==> config.mk <==
export PLATFORM = sky130hd
export DESIGN_NAME = operand_input_port
export DESIGN_NICKNAME = d
export VERILOG_FILES = /design/src/rtl/operand_input_port.sv
export SDC_FILE = /design/constraint.sdc
export NUM_CORES = 1
export LEC_CHECK = 0
export CORE_MARGIN = 8
export CORE_UTILIZATION = 35
export DETAILED_ROUTE_END_ITERATION = 7
export PLACE_DENSITY_LB_ADDON = 0.05
export SLEW_MARGIN = 20
export SYNTH_ARGS = -nofsm -noshare
export SYNTH_HDL_FRONTEND = slang
export SYNTH_SLANG_ARGS = --single-unit
==> constraint.sdc <==
create_clock -name clk -period 2.6 [get_ports clk]
set_input_delay 0.52 -clock clk [delete_from_list [all_inputs] [get_ports clk]]
set_output_delay 0.52 -clock clk [all_outputs]
set_load 0.005 [all_outputs]
==> src/rtl/operand_input_port.sv <==
// Operand entry peripheral: debounced ENTER/CANCEL sequence OPA, OPB, OPCODE
// Ports: clk/reset, SW/KEY_* raw inputs, a/we/wd bus in, rd/hit bus out, phase
module operand_input_port #(
  parameter int unsigned DEBOUNCE_CYCLES = 50000,
  parameter logic [31:0] BASE_ADDR = 32'h0000_0080
) (
  input  logic        clk,
  input  logic        reset,
  input  logic [9:0]  SW,
  input  logic        KEY_ENTER,
  input  logic        KEY_CANCEL,
  input  logic [31:0] a,
  input  logic        we,
  input  logic [31:0] wd,
  output logic [31:0] rd,
  output logic        hit,
  output logic [1:0]  phase
);

  localparam int CW = $clog2(DEBOUNCE_CYCLES + 1);
  localparam logic [CW-1:0] TERM = CW'(DEBOUNCE_CYCLES - 1);

  typedef enum logic [1:0] {
    S_A   = 2'd0,
    S_B   = 2'd1,
    S_OP  = 2'd2,
    S_RDY = 2'd3
  } state_e;

  // index 0: enter, index 1: cancel
  logic [1:0]    key_raw;
  logic [1:0]    key_s1_q;
  logic [1:0]    key_s2_q;
  logic [1:0]    deb_q;
  logic [1:0]    deb_d;
  logic [1:0]    press;
  logic [CW-1:0] cnt_q [2];
  logic [CW-1:0] cnt_d [2];

  logic [9:0]    sw_s1_q;
  logic [9:0]    sw_s2_q;

  state_e        state_q;
  state_e        state_d;
  logic [9:0]    opa_q;
  logic [9:0]    opa_d;
  logic [9:0]    opb_q;
  logic [9:0]    opb_d;
  logic [2:0]    opc_q;
  logic [2:0]    opc_d;
  logic          valid_q;
  logic          valid_d;
  logic          ovr_q;
  logic          ovr_d;

  logic          enter_p;
  logic          cancel_p;
  logic [1:0]    off;
  logic          wr_stat;
  logic          clr_v;
  logic          clr_o;
  logic          unused_ok;

  assign key_raw   = {KEY_CANCEL, KEY_ENTER};
  assign unused_ok = ^{wd[31:2], a[1:0]};

  always_ff @(posedge clk) begin
    if (reset) begin
      key_s1_q <= '0;
      key_s2_q <= '0;
      sw_s1_q  <= '0;
      sw_s2_q  <= '0;
    end else begin
      key_s1_q <= key_raw;
      key_s2_q <= key_s1_q;
      sw_s1_q  <= SW;
      sw_s2_q  <= sw_s1_q;
    end
  end

  // Press fires on the cycle the debounced level is about to rise,
  // so the capture edge coincides with the level change.
  always_comb begin
    deb_d = deb_q;
    press = '0;
    for (int b = 0; b < 2; b++) begin
      cnt_d[b] = '0;
      if (key_s2_q[b] != deb_q[b]) begin
        if (cnt_q[b] == TERM) begin
          deb_d[b] = key_s2_q[b];
          press[b] = key_s2_q[b];
        end else begin
          cnt_d[b] = cnt_q[b] + 1'b1;
        end
      end
    end
  end

  always_ff @(posedge clk) begin
    if (reset) begin
      deb_q <= '0;
      for (int b = 0; b < 2; b++) begin
        cnt_q[b] <= '0;
      end
    end else begin
      deb_q <= deb_d;
      for (int b = 0; b < 2; b++) begin
        cnt_q[b] <= cnt_d[b];
      end
    end
  end

  assign enter_p  = press[0];
  assign cancel_p = press[1];

  assign hit     = (a[31:4] == BASE_ADDR[31:4]);
  assign off     = a[3:2];
  assign wr_stat = we & hit & (off == 2'd0);
  assign clr_v   = wr_stat & wd[0];
  assign clr_o   = wr_stat & wd[1];

  always_comb begin
    state_d = state_q;
    opa_d   = opa_q;
    opb_d   = opb_q;
    opc_d   = opc_q;
    valid_d = valid_q;
    ovr_d   = ovr_q;
    if (clr_v) begin
      valid_d = 1'b0;
    end
    unique case (state_q)
      S_A: begin
        if (enter_p) begin
          opa_d   = sw_s2_q;
          state_d = S_B;
        end
      end
      S_B: begin
        if (cancel_p) begin
          state_d = S_A;
        end else if (enter_p) begin
          opb_d   = sw_s2_q;
          state_d = S_OP;
        end
      end
      S_OP: begin
        if (cancel_p) begin
          state_d = S_A;
        end else if (enter_p) begin
          opc_d   = sw_s2_q[2:0];
          valid_d = 1'b1;
          state_d = S_RDY;
        end
      end
      S_RDY: begin
        if (clr_v) begin
          state_d = S_A;
        end else if (enter_p) begin
          ovr_d = 1'b1;
        end
      end
    endcase
    // a CPU clear overrides a simultaneous overrun
    if (clr_o) begin
      ovr_d = 1'b0;
    end
  end

  always_ff @(posedge clk) begin
    if (reset) begin
      state_q <= S_A;
      opa_q   <= '0;
      opb_q   <= '0;
      opc_q   <= '0;
      valid_q <= 1'b0;
      ovr_q   <= 1'b0;
    end else begin
      state_q <= state_d;
      opa_q   <= opa_d;
      opb_q   <= opb_d;
      opc_q   <= opc_d;
      valid_q <= valid_d;
      ovr_q   <= ovr_d;
    end
  end

  assign phase = state_q;

  always_comb begin
    rd = '0;
    if (hit) begin
      unique case (off)
        2'd0: rd = {28'd0, state_q, ovr_q, valid_q};
        2'd1: rd = {22'd0, opa_q};
        2'd2: rd = {22'd0, opb_q};
        2'd3: rd = {29'd0, opc_q};
      endcase
    end
  end

endmodule

==> flow_metrics.env, run 1 <==
export IMPL_status="complete, no violations"
export IMPL_tritoncts_clock_tree="built"
export IMPL_dpl_cell_count=577
export IMPL_ir_worst_vdd_mv=0.285
export IMPL_multi_input_area_mm2=0.00183
export IMPL_grt_start_max_net_pins=29
export IMPL_worst_skew_pair_late_latency_ns=0.36
export IMPL_fin_worst_hold_slack_ns=0.440
export IMPL_ys_warn_count=0
export IMPL_synthDominantCellAreaShare=0.465
export IMPL_max_cap_violations=0
export IMPL_slew_headroom=0.639
export IMPL_p_seq_frac=0.562
export IMPL_ff2ff_path_depth=8
export IMPL_synth_cell_area_mm2=0.00366
export IMPL_yosysUniqueCellTypes=45
export IMPL_power_per_cell_area_mw_per_mm2=510
export IMPL_area_growth_syn_to_layout_pct=26.4
export IMPL_synth_top_flop_cell="sky130_fd_sc_hd__dfxtp_1"
export IMPL_dpl_worst_slack_ns=-0.386
export IMPL_report_power_total_mw=2.36
export IMPL_drc=0
export IMPL_synth_largest_area_cell="sky130_fd_sc_hd__dfxtp_1"
export IMPL_viasPerCell=4.57
export IMPL_cp_slowest_stage_delay_ns=0.26
export IMPL_n_antenna_cell=0
export IMPL_die_width_um=118
export IMPL_io_pin_count=114
export IMPL_asyncSetResetFlopFracSynth=0
export IMPL_die_h_um=118
export IMPL_clock_power_share=0.383
export IMPL_switchingPower_mw=0.560
export IMPL_initial_core_util=0.358
export IMPL_first_global_vias=2790
export IMPL_total_leakage_power_nw=1.71
export IMPL_floorplan_core_area_mm2=0.0102
export IMPL_seq_area_mm2=0.00170
export IMPL_fin_tns_setup_ns=0
export IMPL_seq_cells_post_synth=85
export IMPL_cts_num_sinks=85
export IMPL_critPathLaunchType="input port"
export IMPL_internal_power_mw=1.80
export IMPL_wl_per_cell_um=13.6
export IMPL_cts_htree_levels=3
export IMPL_worst_setup_path_type="in2out"
export IMPL_globalRoute_totalOverflow=0
export IMPL_clockRootBuffer="sky130_fd_sc_hd__clkbuf_8"
export IMPL_grt_use_total=0.119
export IMPL_cp_end_kind="primary output"
export IMPL_hold_depth=1
export IMPL_placed_area_mm2=0.00434
export IMPL_drv_slew=0
export IMPL_design_area_mm2=0.00463
export IMPL_final_setup_skew_ns=0.0106
export IMPL_switching_share=0.237
export IMPL_numnets_final=540
export IMPL_wire_length_of_the_first_global_routing_pass_mm=13.6
export IMPL_post_synth_top_count_cell="sky130_fd_sc_hd__dfxtp_1"
export IMPL_netlist_instances=389
export IMPL_hold_viol=0
export IMPL_nFillCells=1023
export IMPL_synth_edf_count=0
export IMPL_clk_transition_reported_paths_ns=0.09
export IMPL_hpwl_mm=5.76
export IMPL_ff2ff_setup_slack_ns=0.46
export IMPL_rows=37
export IMPL_synth_seq_area_share=0.465
export IMPL_cts_inserted_buffers=9
export IMPL_critPathSlowestCell="sky130_fd_sc_hd__dlygate4sd2_1"
export IMPL_routabilityCongestion=0.786
export IMPL_cts_path_max_buffers=2
export IMPL_drt_first_pass_iters=4
export IMPL_achievable_frequency_mhz=397
export IMPL_crit_fanout=4
export IMPL_ant_nets=0
export IMPL_antenna_violations_before_repair=0
export IMPL_cells_traversed_along_the_worst_timing_path="dlygate4sd2_1 > nor4b_4 > and4_1 > nand4_1 > buf_6 > nor2b_1 > clkdlybuf4s15_2"
export IMPL_port_buffer_count=59
export IMPL_share_of_post_route_cells_with_drive_strength_above_1=0.142
export IMPL_detail_route_wirelength_mm=8.14
export IMPL_die_area_mm2=0.0140
export IMPL_hold_path_class="reg2reg"
export IMPL_fin_util=0.452
export IMPL_instances_no_fill=600
export IMPL_yosys_top_cells_area="sky130_fd_sc_hd__dfxtp_1, sky130_fd_sc_hd__nor2_1, sky130_fd_sc_hd__nor2b_1"
export IMPL_synth_cells_most_frequent="sky130_fd_sc_hd__dfxtp_1, sky130_fd_sc_hd__nor2_1, sky130_fd_sc_hd__nor2b_1, sky130_fd_sc_hd__nand2_1, sky130_fd_sc_hd__buf_4"
export IMPL_setup_viol=0
export IMPL_timing_final_crit_period_ns=2.52
export IMPL_total_via_count_after_detailed_routing=2742
export IMPL_postLayoutSetupSlackWorst_ns=0.0812
export IMPL_syn_area_per_cell_um2=9.41
export IMPL_worst_endpoint_required_ns=2.08
export IMPL_timing_final_crit_share=0.969
export IMPL_combinationalPowerShare=0.055
export IMPL_timing_worst_slew_pin_value_ns=0.541
export IMPL_first_iter_violations=80
export IMPL_worstPathArrival_ns=2.00
==> state kept, by name, summed over array words and instances, names as in the netlist <==
signal and cells:
ovr_q 1, sw_s2_q 10, key_s2_q 2, deb_q 2
opb_q 10, opc_q 3, sw_s1_q 10, valid_q 1
cnt_q 32, phase 2, opa_q 10, key_s1_q 2
==> layer usage <==
metal  share of wire  global-route usage  vias to the layer above
li1                -                   -                     1411
met4           0.010              0.0432                        0
met1            0.48               0.149                     1246
met5               0                   0                        -
met3           0.064              0.0447                        7
met2            0.44               0.184                       78
==> kinds of logic (layout without fill, tap and decap cells) <==
group | Yosys count | count (layout) | synth area share
simple gates | 177 | 177 | 0.262
flops | 85 | 85 | 0.465
buf+inv | 46 | 100 | 0.0721
compound gates | 30 | 30 | 0.0612
xor+xnor | 29 | 29 | 0.0694
mux | 19 | 19 | 0.0622
fa+ha+maj | 2 | 2 | 0.00684
other cells | 1 | 22 | 0.00102
==> final timing paths <==
| kind | startpoint | end |
|---|---|---|
| hold reg to reg | sw_s1_q[8]$_SDFF_PP0_ | sw_s2_q[8]$_SDFF_PP0_ |
| hold / removal | sw_s1_q[8]$_SDFF_PP0_ | sw_s2_q[8]$_SDFF_PP0_ |
| setup reg to reg | cnt_q[0][0]$_SDFF_PP0_ | opb_q[8]$_SDFFE_PP0P_ |
| setup / recovery | a[9] | rd[2] |
==> cells in the final DEF, fill, tap and decap left out, types with 7 or more instances in the layout <==
cell and instances:
sky130_fd_sc_hd__mux2i_1 16, sky130_fd_sc_hd__buf_2 10, sky130_fd_sc_hd__a21oi_1 14, sky130_fd_sc_hd__xnor2_1 14, sky130_fd_sc_hd__dlymetal6s2s_1 10, sky130_fd_sc_hd__buf_4 15
sky130_fd_sc_hd__conb_1 22, sky130_fd_sc_hd__dfxtp_1 85, sky130_fd_sc_hd__nor2_1 57, sky130_fd_sc_hd__nand2_1 26, sky130_fd_sc_hd__clkbuf_8 11, sky130_fd_sc_hd__dlygate4sd2_1 11
sky130_fd_sc_hd__nand3_1 12, sky130_fd_sc_hd__clkdlybuf4s50_1 24, sky130_fd_sc_hd__nor2b_1 32, sky130_fd_sc_hd__nand4_1 7, sky130_fd_sc_hd__xor2_1 15
==> power groups by stage <==
| stage | clock network (mW) | logic (mW) | registers [mW] |
|---|---|---|---|
| finish | 0.904 | 0.131 | 1.33 |
| global route | 1.00 | 0.145 | 1.33 |
| CTS | 0.952 | 0.132 | 1.33 |
| detailed placement | 0 | 0.136 | 1.36 |
| global placement | 0 | 0.134 | 1.36 |
| floorplan | 0 | 0.0747 | 1.35 |
==> critical path: cells and delay by family <==
family,cells,cell delay (ns)
and+or+nand+nor,4,0.79
buffers and inverters,3,0.69
==> repair_timing <==
action	CTS	global route
hold buffers	0	0
cloned	1	0
gates resized for setup	67	17
endpoints found under the setup margin	11	11
buffers inserted	6	0
pin swaps	10	8
==> layout make-up <==
type	instances	share of cell area
Inverter	6	0.00487
Clock inverter	5	0.00893
Multi-Input combinational cell	279	0.396
Tap cell	136	0.0368
Clock buffer	11	0.0327
Sequential cell	85	0.368
Timing Repair Buffer	78	0.153
(Power assumes the default switching activity.)
==> run 2, diff against run 1 <==
REMOVE_ABC_BUFFERS = 1   (was unset)
==> flow_metrics.env, run 2 (synthesis results as in run 1) <==
export IMPL_status="complete, no violations"
export IMPL_hold_viol=0
export IMPL_drv_slew=0
export IMPL_antenna_violations_before_repair=0
export IMPL_port_buffer_count=59
export IMPL_power_per_cell_area_mw_per_mm2=494
export IMPL_p_seq_frac=0.587
export IMPL_crit_fanout=4
export IMPL_postLayoutSetupSlackWorst_ns=0.0578
export IMPL_setup_viol=0
export IMPL_cts_inserted_buffers=9
export IMPL_timing_final_crit_share=0.978
export IMPL_switching_share=0.221
export IMPL_n_antenna_cell=0
export IMPL_postCtsHoldBufs=0
export IMPL_min_delay_worst_endpoint="cnt_q[0][16]$_SDFF_PP0_"
export IMPL_area_growth_syn_to_layout_pct=24.8
export IMPL_wire_length_of_the_first_global_routing_pass_mm=13.8
export IMPL_hold_start="cnt_q[0][16]$_SDFF_PP0_"
export IMPL_total_leakage_power_nw=1.64
export IMPL_timing_worst_slew_pin_value_ns=0.537
export IMPL_critPathLaunchType="input port"
export IMPL_die_h_um=118
export IMPL_routabilityCongestion=0.767
export IMPL_cts_htree_levels=3
export IMPL_drt_first_pass_iters=4
export IMPL_ir_worst_vdd_mv=0.294
export IMPL_floorplan_core_area_mm2=0.0102
export IMPL_max_cap_violations=0
export IMPL_combinationalPowerShare=0.058
export IMPL_clock_power_share=0.355
export IMPL_worst_endpoint_required_ns=2.08
export IMPL_regToRegStartpoint="cnt_q[0][0]$_SDFF_PP0_"
export IMPL_tritoncts_clock_tree="built"
export IMPL_ff2ff_path_depth=8
export IMPL_slew_headroom=0.642
export IMPL_worstPathArrival_ns=2.02
export IMPL_leading_cell_type_in_the_layout_fill_and_taps_excluded="sky130_fd_sc_hd__dfxtp_1"
export IMPL_largest_register="cnt_q"
export IMPL_first_global_vias=2773
export IMPL_wl_per_cell_um=13.9
export IMPL_hold_path_class="reg2reg"
export IMPL_first_iter_violations=101
export IMPL_hpwl_mm=5.77
export IMPL_numnets_final=540
export IMPL_die_width_um=118
export IMPL_share_of_post_route_cells_with_drive_strength_above_1=0.130
export IMPL_cts_num_sinks=85
export IMPL_globalRoute_totalOverflow=0
export IMPL_grt_start_max_net_pins=50
export IMPL_number_of_flip_flops_under_the_largest_register_name=32
export IMPL_dpl_worst_slack_ns=-0.396
export IMPL_ant_nets=0
export IMPL_initial_core_util=0.358
export IMPL_fin_util=0.446
export IMPL_final_setup_skew_ns=0.00786
export IMPL_cp_end_kind="primary output"
export IMPL_ff2ff_setup_slack_ns=0.49
export IMPL_switchingPower_mw=0.498
export IMPL_clockRootBuffer="sky130_fd_sc_hd__clkbuf_8"
export IMPL_drc=0
export IMPL_internal_power_mw=1.76
export IMPL_fin_tns_setup_ns=0
export IMPL_total_via_count_after_detailed_routing=2705
export IMPL_io_pin_count=114
export IMPL_clk_transition_reported_paths_ns=0.07
export IMPL_report_power_total_mw=2.26
export IMPL_hold_depth=1
export IMPL_cts_path_max_buffers=2
export IMPL_timing_final_crit_period_ns=2.54
export IMPL_die_area_mm2=0.0140
export IMPL_worst_r2r_dst="opb_q[0]$_SDFFE_PP0P_"
export IMPL_detail_route_wirelength_mm=8.31
export IMPL_rows=37
export IMPL_mostFrequentLayoutCells="sky130_fd_sc_hd__dfxtp_1, sky130_fd_sc_hd__nor2_1, sky130_fd_sc_hd__nor2b_1, sky130_fd_sc_hd__clkdlybuf4s50_1, sky130_fd_sc_hd__nand2_1"
export IMPL_worst_skew_pair_late_latency_ns=0.35
export IMPL_viasPerCell=4.52
export IMPL_achievable_frequency_mhz=393
export IMPL_worst_setup_path_type="in2out"
export IMPL_grt_use_total=0.120
[run 2: changes by cell type in the layout (fill, tap and decap cells not counted), moves of 2 or more]
cell and change:
sky130_fd_sc_hd__clkbuf_1 +3, sky130_fd_sc_hd__dlygate4sd2_1 -2, sky130_fd_sc_hd__clkdlybuf4s50_1 +5, sky130_fd_sc_hd__clkdlybuf4s15_1 +4, sky130_fd_sc_hd__clkinv_2 +2, sky130_fd_sc_hd__clkinvlp_4 -2, sky130_fd_sc_hd__dlymetal6s2s_1 -7, sky130_fd_sc_hd__inv_6 -2
sky130_fd_sc_hd__nor2_2 -2, sky130_fd_sc_hd__nor2_1 +2
[run 2: final cells by class]
type / instances / area, µm²
Tap cell: 136 / 170
Multi-Input combinational cell: 279 / 1820
Fill cell: 1010 / 5670
Inverter: 6 / 22.5
Clock inverter: 2 / 10.0
Timing Repair Buffer: 78 / 688
Sequential cell: 85 / 1700
Clock buffer: 13 / 149
[run 2: worst max-delay path: stages]
cell and delay [ns]:
sky130_fd_sc_hd__clkdlybuf4s50_1 0.42, sky130_fd_sc_hd__nor4_2 0.28, sky130_fd_sc_hd__nand4_1 0.24, sky130_fd_sc_hd__buf_6 0.21
sky130_fd_sc_hd__buf_6 0.12, sky130_fd_sc_hd__nor2b_1 0.10, sky130_fd_sc_hd__buf_2 0.12
[run 2: per-layer routing]
metal | track usage | vias up | routed length, µm
li1 | - | 1400 | -
met1 | 0.148 | 1257 | 3890
met2 | 0.194 | 37 | 4000
met3 | 0.0309 | 11 | 267
met4 | 0.0536 | 0 | 151
met5 | 0 | - | 0
[run 2: through the flow]
stage	instances	hold WS, ns	cell area (µm²)
final	599	0.438	4570
after floorplan	370	0.413	3500
after global routing	599	0.454	4570
after detailed placement	577	0.420	4340
after global placement	577	0.419	4340
after CTS	599	0.441	4540
[run 2: power by group through the flow]
stage,Combinational [mW],Clock (mW),Sequential (mW)
floorplan,0.0352,0,1.35
global placement,0.133,0,1.36
detailed placement,0.133,0,1.36
CTS,0.128,0.847,1.33
global route,0.143,0.900,1.33
finish,0.130,0.801,1.33
[run 2: worst max-delay path by stage]
stage	startpoint	end	cells past startpoint
after CTS	a[20]	rd[0]	7
after global placement	a[9]	rd[2]	7
after floorplan	cnt_q[0][16]$_SDFF_PP0_	opb_q[0]$_SDFFE_PP0P_	6
after global routing	a[31]	rd[0]	7
final	a[31]	rd[0]	7
after detailed placement	a[9]	rd[2]	7
[run 2: what timing repair did]
action                                  4_1_cts  5_1_grt
pin swaps                                     6        7
buffers inserted                              6        0
cloned                                        1        0
endpoints found under the hold margin         0        0
resized for setup                            70       13
endpoints found under the setup margin       11       10
